`config.mk`:
```
export PLATFORM = sky130hd
export DESIGN_NAME = sha256_core_block_flat
export DESIGN_NICKNAME = d
export VERILOG_FILES = /design/src/rtl/sha256_core_block_if.sv /design/src/rtl/sha256_core_block.sv /design/src/flat_wrapper.sv
export SDC_FILE = /design/constraint.sdc
export NUM_CORES = 2
export LEC_CHECK = 0
export CAP_MARGIN = 20
export CORE_MARGIN = 1
export CORE_UTILIZATION = 57
export DETAILED_ROUTE_END_ITERATION = 8
export DONT_BUFFER_PORTS = 1
export PLACE_DENSITY = 0.84
export SLEW_MARGIN = 0
export SYNTH_ARGS = -nofsm -noshare
export SYNTH_HDL_FRONTEND = slang
export SYNTH_SLANG_ARGS = --single-unit
```
`constraint.sdc`:
```
create_clock -name clk -period 14 [get_ports clk]
set_input_delay 0.7 -clock clk [delete_from_list [all_inputs] [get_ports clk]]
set_output_delay 0.7 -clock clk [all_outputs]
set_load 0.02 [all_outputs]
```
`src/rtl/sha256_core_block_if.sv`:
```
// rtl/sha256_core_block_if.sv - start/round-input/digest bundle for sha256_core_block
// Optional SHA256_CORE_BUSY_EN adds the busy status signal.
interface sha256_core_block_if;
    logic         d_valid;
    logic [31:0]  Wt_i;
    logic [31:0]  Kt_i;
    logic         done;
    logic [255:0] digest_o;
`ifdef SHA256_CORE_BUSY_EN
    logic         busy;

    modport master (output d_valid, Wt_i, Kt_i, input done, digest_o, busy);
    modport slave  (input d_valid, Wt_i, Kt_i, output done, digest_o, busy);
`else
    modport master (output d_valid, Wt_i, Kt_i, input done, digest_o);
    modport slave  (input d_valid, Wt_i, Kt_i, output done, digest_o);
`endif
endinterface

```
`src/rtl/sha256_core_block.sv`:
```
// rtl/sha256_core_block.sv - single-block SHA-256 compression, one round per clock
// Optional SHA256_CORE_BUSY_EN drives bus.busy high in LOAD/ROUND/FINAL.
module sha256_core_block (
    input  logic                 clk,
    input  logic                 rst,
    sha256_core_block_if.slave   bus
);
    localparam logic [255:0] H_INIT = {
        32'h6a09e667, 32'hbb67ae85, 32'h3c6ef372, 32'ha54ff53a,
        32'h510e527f, 32'h9b05688c, 32'h1f83d9ab, 32'h5be0cd19
    };

    typedef enum logic [2:0] {IDLE, LOAD, ROUND, FINAL, DONE} state_t;

    state_t        state_q;
    logic [31:0]   a_q, b_q, c_q, d_q, e_q, f_q, g_q, h_q;
    logic [5:0]    t_q;
    logic          done_q;
    logic [255:0]  digest_q;
    logic [31:0]   sum0, sum1, ch, maj, t1, t2, a_d, e_d;

    always_comb begin
        sum0 = {a_q[1:0], a_q[31:2]} ^ {a_q[12:0], a_q[31:13]} ^ {a_q[21:0], a_q[31:22]};
        sum1 = {e_q[5:0], e_q[31:6]} ^ {e_q[10:0], e_q[31:11]} ^ {e_q[24:0], e_q[31:25]};
        ch   = (e_q & f_q) ^ (~e_q & g_q);
        maj  = (a_q & b_q) ^ (a_q & c_q) ^ (b_q & c_q);
        t1   = h_q + sum1 + ch + bus.Kt_i + bus.Wt_i;
        t2   = sum0 + maj;
        a_d  = t1 + t2;
        e_d  = d_q + t1;
    end

`ifdef SHA256_CORE_BUSY_EN
    logic busy_q;

    always_ff @(posedge clk or posedge rst) begin
        if (rst) begin
            busy_q <= 1'b0;
        end else if ((state_q == IDLE || state_q == DONE) && bus.d_valid) begin
            busy_q <= 1'b1;
        end else if (state_q == FINAL) begin
            busy_q <= 1'b0;
        end
    end

    assign bus.busy = busy_q;
`endif

    always_ff @(posedge clk or posedge rst) begin
        if (rst) begin
            state_q  <= IDLE;
            done_q   <= 1'b0;
            digest_q <= '0;
            t_q      <= '0;
            {a_q, b_q, c_q, d_q, e_q, f_q, g_q, h_q} <= '0;
        end else begin
            case (state_q)
                IDLE, DONE: begin
                    if (bus.d_valid) begin
                        state_q <= LOAD;
                        done_q  <= 1'b0;
                    end
                end
                LOAD: begin
                    {a_q, b_q, c_q, d_q, e_q, f_q, g_q, h_q} <= H_INIT;
                    t_q     <= '0;
                    state_q <= ROUND;
                end
                ROUND: begin
                    h_q <= g_q;
                    g_q <= f_q;
                    f_q <= e_q;
                    e_q <= e_d;
                    d_q <= c_q;
                    c_q <= b_q;
                    b_q <= a_q;
                    a_q <= a_d;
                    t_q <= t_q + 6'd1;
                    if (t_q == 6'd63) begin
                        state_q <= FINAL;
                    end
                end
                FINAL: begin
                    // Always fold into the constant IV: each start is an independent single block.
                    digest_q <= {H_INIT[255:224] + a_q, H_INIT[223:192] + b_q,
                                 H_INIT[191:160] + c_q, H_INIT[159:128] + d_q,
                                 H_INIT[127:96]  + e_q, H_INIT[95:64]   + f_q,
                                 H_INIT[63:32]   + g_q, H_INIT[31:0]    + h_q};
                    done_q   <= 1'b1;
                    state_q  <= DONE;
                end
                default: begin
                    state_q <= IDLE;
                end
            endcase
        end
    end

    assign bus.done     = done_q;
    assign bus.digest_o = digest_q;
endmodule

```
`src/flat_wrapper.sv`:
```
// flat-port wrapper written by rule: the top's interface ports become plain ports
module sha256_core_block_flat 
  (clk, rst, bus_d_valid, bus_Wt_i, bus_Kt_i, bus_done, bus_digest_o);
  sha256_core_block_if bus_i ();
  input  logic clk;
  input  logic rst;
  input wire logic [$bits(bus_i.d_valid)-1:0] bus_d_valid;
  input wire logic [$bits(bus_i.Wt_i)-1:0] bus_Wt_i;
  input wire logic [$bits(bus_i.Kt_i)-1:0] bus_Kt_i;
  output wire logic [$bits(bus_i.done)-1:0] bus_done;
  output wire logic [$bits(bus_i.digest_o)-1:0] bus_digest_o;
  assign bus_i.d_valid = bus_d_valid;
  assign bus_i.Wt_i = bus_Wt_i;
  assign bus_i.Kt_i = bus_Kt_i;
  assign bus_done = bus_i.done;
  assign bus_digest_o = bus_i.digest_o;
  sha256_core_block u_core (.clk(clk), .rst(rst), .bus(bus_i));
endmodule
```
==> results_dict.tcl <==
set metrics [dict create \
    core_sq_um 55630 \
    antenna_found_initial 0 \
    clock_path_buffers 3 \
    cts_tree "done" \
    finalMaxSlewViolations 0 \
    synth_area_leaders "dfrtp_1 40%, xnor2_1 8.1%, fa_1 7.7%" \
    slowest_delay_ns 0.57 \
    synth_nets 3706 \
    viasPerCell 6.280 \
    tightest_slew_ns 1.191 \
    avgSynthCellArea_sq_um 9.489 \
    htreeDepth 2 \
    fmax_ghz 0.1287 \
    numCtsBuffers 55 \
    period_needed_ns 7.771 \
    hold_violations 0 \
    cts_sinks 522 \
    vias 25520 \
    grt_start_max_net_pins 217 \
    drv_cap 0 \
    dieHeight_um 240.3 \
    required_ns 14.52 \
    clock_latency_ns 0.66 \
    wl_um 101200 \
    status "complete, no violations" \
    wl_per_cell_um 24.90 \
    netlist_area_sq_um 32380 \
    port_buffers 0 \
    worstSetupEndpointType "register" \
    die_x_um 240.3 \
    ys_ff_latch 522 \
    drc 0 \
    synth_cells 3412 \
    dieArea_sq_um 57760 \
    placed_area_sq_um 32680 \
    cts_resized 0 \
    cts_setup_buffers 0 \
    drt-initial-drc-count 2750 \
    clkTransAtPathRegs_ns 0.06 \
    finalInstanceArea_sq_um 34650 \
    nNetsFinal 3564 \
    syn2layout_area_growth_pct 7.030 \
    synthDistinctLibCells 85 \
    pin_count 324 \
    grt_pass1_wl_um 152800 \
    drive_above_1_share_pct 4.947 \
    ys.flop_type "dfrtp_1" \
    utilization_pct 62.29 \
    gp_congestion 1.011 \
    cts_root_buf "clkbuf_16" \
    place_inst 3959 \
    hold_path.class "input pin to register" \
    crit_type "register to register" \
    start_kind "register" \
    cp_top_family "adder cells" \
    synth_area_leader_cell "dfrtp_1" \
    overflow 0 \
    ys_async_sr_fraction_pct 100.0 \
    row_count 86 \
    synth_commonest_cells "522 x dfrtp_1, 417 x nand2_1, 344 x o21ai_0" \
    final_cells 4064 \
    initial_core_util_pct 58.20 \
    synth_top_area_share_pct 40.35 \
    grt_util_all_layers_pct 35.30 \
    critical_path_buf_inv_count 1 \
    synth_warnings 0 \
    rsz0062_at_grt "false" \
    yosysSeqAreaShare_pct 40.35 \
    cp_slowest_cell "dfrtp_1" \
    hpwl_um 74070 \
    skew_ns 0.06117 \
    arrival_ns 8.29 \
    drtPass1Iterations 6 \
    tns_ns 0 \
    drtAntennaViolNets 0 \
    setup_viol 0 \
    cp_max_fo 7 \
    synth.most_common_cell "dfrtp_1" \
    first_global_vias 24890 \
    fin_crit_sh_pct 55.51 \
    slew_headroom_pct 20.41 \
    synth_edf_count 0 \
    hold_buffers 1 \
]
metal layers:
metal | wire length (um) | track usage, % | share of wire (%)
met3 | 9290 | 6.556 | 9.2
met5 | 0 | 0 | 0
met4 | 7193 | 21.73 | 7.1
met2 | 47260 | 56.65 | 47
met1 | 37430 | 44.28 | 37
layout make-up:
type | count | area (sq um)
Antenna cell | 1 | 2.502
Clock buffer | 73 | 1544
Clock inverter | 29 | 390.4
Fill cell | 4489 | 20980
Inverter | 236 | 890.9
Multi-Input combinational cell | 2431 | 17600
Sequential cell | 522 | 13060
Tap cell | 748 | 935.9
Timing Repair Buffer | 24 | 227.7
flip-flops by register name, indices dropped and copies added (netlist names):
name	cells
u_core.d_q	32
u_core.f_q	32
u_core.bus.done	1
u_core.h_q	32
u_core.a_q	32
u_core.c_q	32
u_core.t_q	6
u_core.g_q	32
u_core.bus.digest_o	256
u_core.state_q	3
u_core.b_q	32
u_core.e_q	32
logic make-up after synthesis:
logic type	after synthesis	synth area share (%)
AOI/OAI and AO/OA	909	18.08
and+or+nand+nor	806	10.96
DFF	522	40.35
buffers and inverters	459	5.387
xor gates and xnor gates	424	11.51
adders and majority gates	258	12.63
muxes	34	1.090
path summary, 6_finish.rpt:
path | from | endpoint | slack (ns) | cells after the start
worst max register to register | u_core.e_q[1]$_DFFE_PP0P_ | u_core.a_q[30]$_DFFE_PP0P_ | 6.23 | 27
worst min-delay path | bus_d_valid | u_core.bus.done$_DFFE_PP0P_ | 0.30 | 3
min in group asynchronous | rst | u_core.bus.digest_o[125]$_DFFE_PP0P_ | 0.44 | 2
worst min register to register | u_core.t_q[5]$_DFFE_PP0P_ | u_core.t_q[5]$_DFFE_PP0P_ | 0.50 | 1
max in group asynchronous | rst | u_core.a_q[28]$_DFFE_PP0P_ | 11.51 | 4
worst max-delay path | u_core.e_q[1]$_DFFE_PP0P_ | u_core.a_q[30]$_DFFE_PP0P_ | 6.23 | 27
per-stage QoR:
step,hold slack [ns],worst slack [ns]
after CTS,0.2936,6.298
final,0.3030,6.229
after floorplan,0.4407,6.208
after global routing,0.3075,5.659
after detailed placement,0.4894,6.282
after global placement,0.4689,6.423
worst register-to-register path, cell delays in order, from the launching register on:
cell	delay [ns]
dfrtp_1	0.57
mux2i_1	0.29
fa_1	0.52
fa_1	0.53
fa_1	0.52
inv_1	0.04
ha_1	0.23
fa_1	0.43
a211oi_1	0.31
o21ai_0	0.18
and2_1	0.23
nor2_1	0.10
nor2_1	0.06
o21ai_0	0.14
nand2b_1	0.07
a21oi_1	0.17
xnor2_1	0.28
fa_1	0.50
ha_1	0.39
o21ai_0	0.13
o21ai_0	0.12
a22oi_1	0.19
nand2_1	0.15
a221oi_1	0.46
o21ai_0	0.40
a221oi_1	0.39
xor2_1	0.18
a21oi_1	0.08
layout by cell type (no fill, tap or decap), types with 10 or more instances in the layout:
master     instances
dfrtp_1          522
nand2_1          415
o21ai_0          344
xnor2_1          300
inv_1            233
nor2_1           180
a21oi_1          174
fa_1             125
xor2_1           123
ha_1             102
o22a_1            82
a22o_1            67
clkbuf_16         55
a21o_1            45
nand3_1           35
maj3_1            31
a31oi_1           30
nor3_1            25
mux2i_1           24
o21a_1            22
nand2b_1          20
buf_4             20
and3_1            19
o21bai_1          19
a211oi_1          16
or3_1             15
nor2b_1           14
and2_1            14
nand4_1           14
clkinv_2          12
o31ai_1           12
nor4_1            12
mux2_2            10
clkbuf_8          10
Power is not shown: default switching activity piles up to over one toggle a cycle in this logic, so the estimate is an artifact.
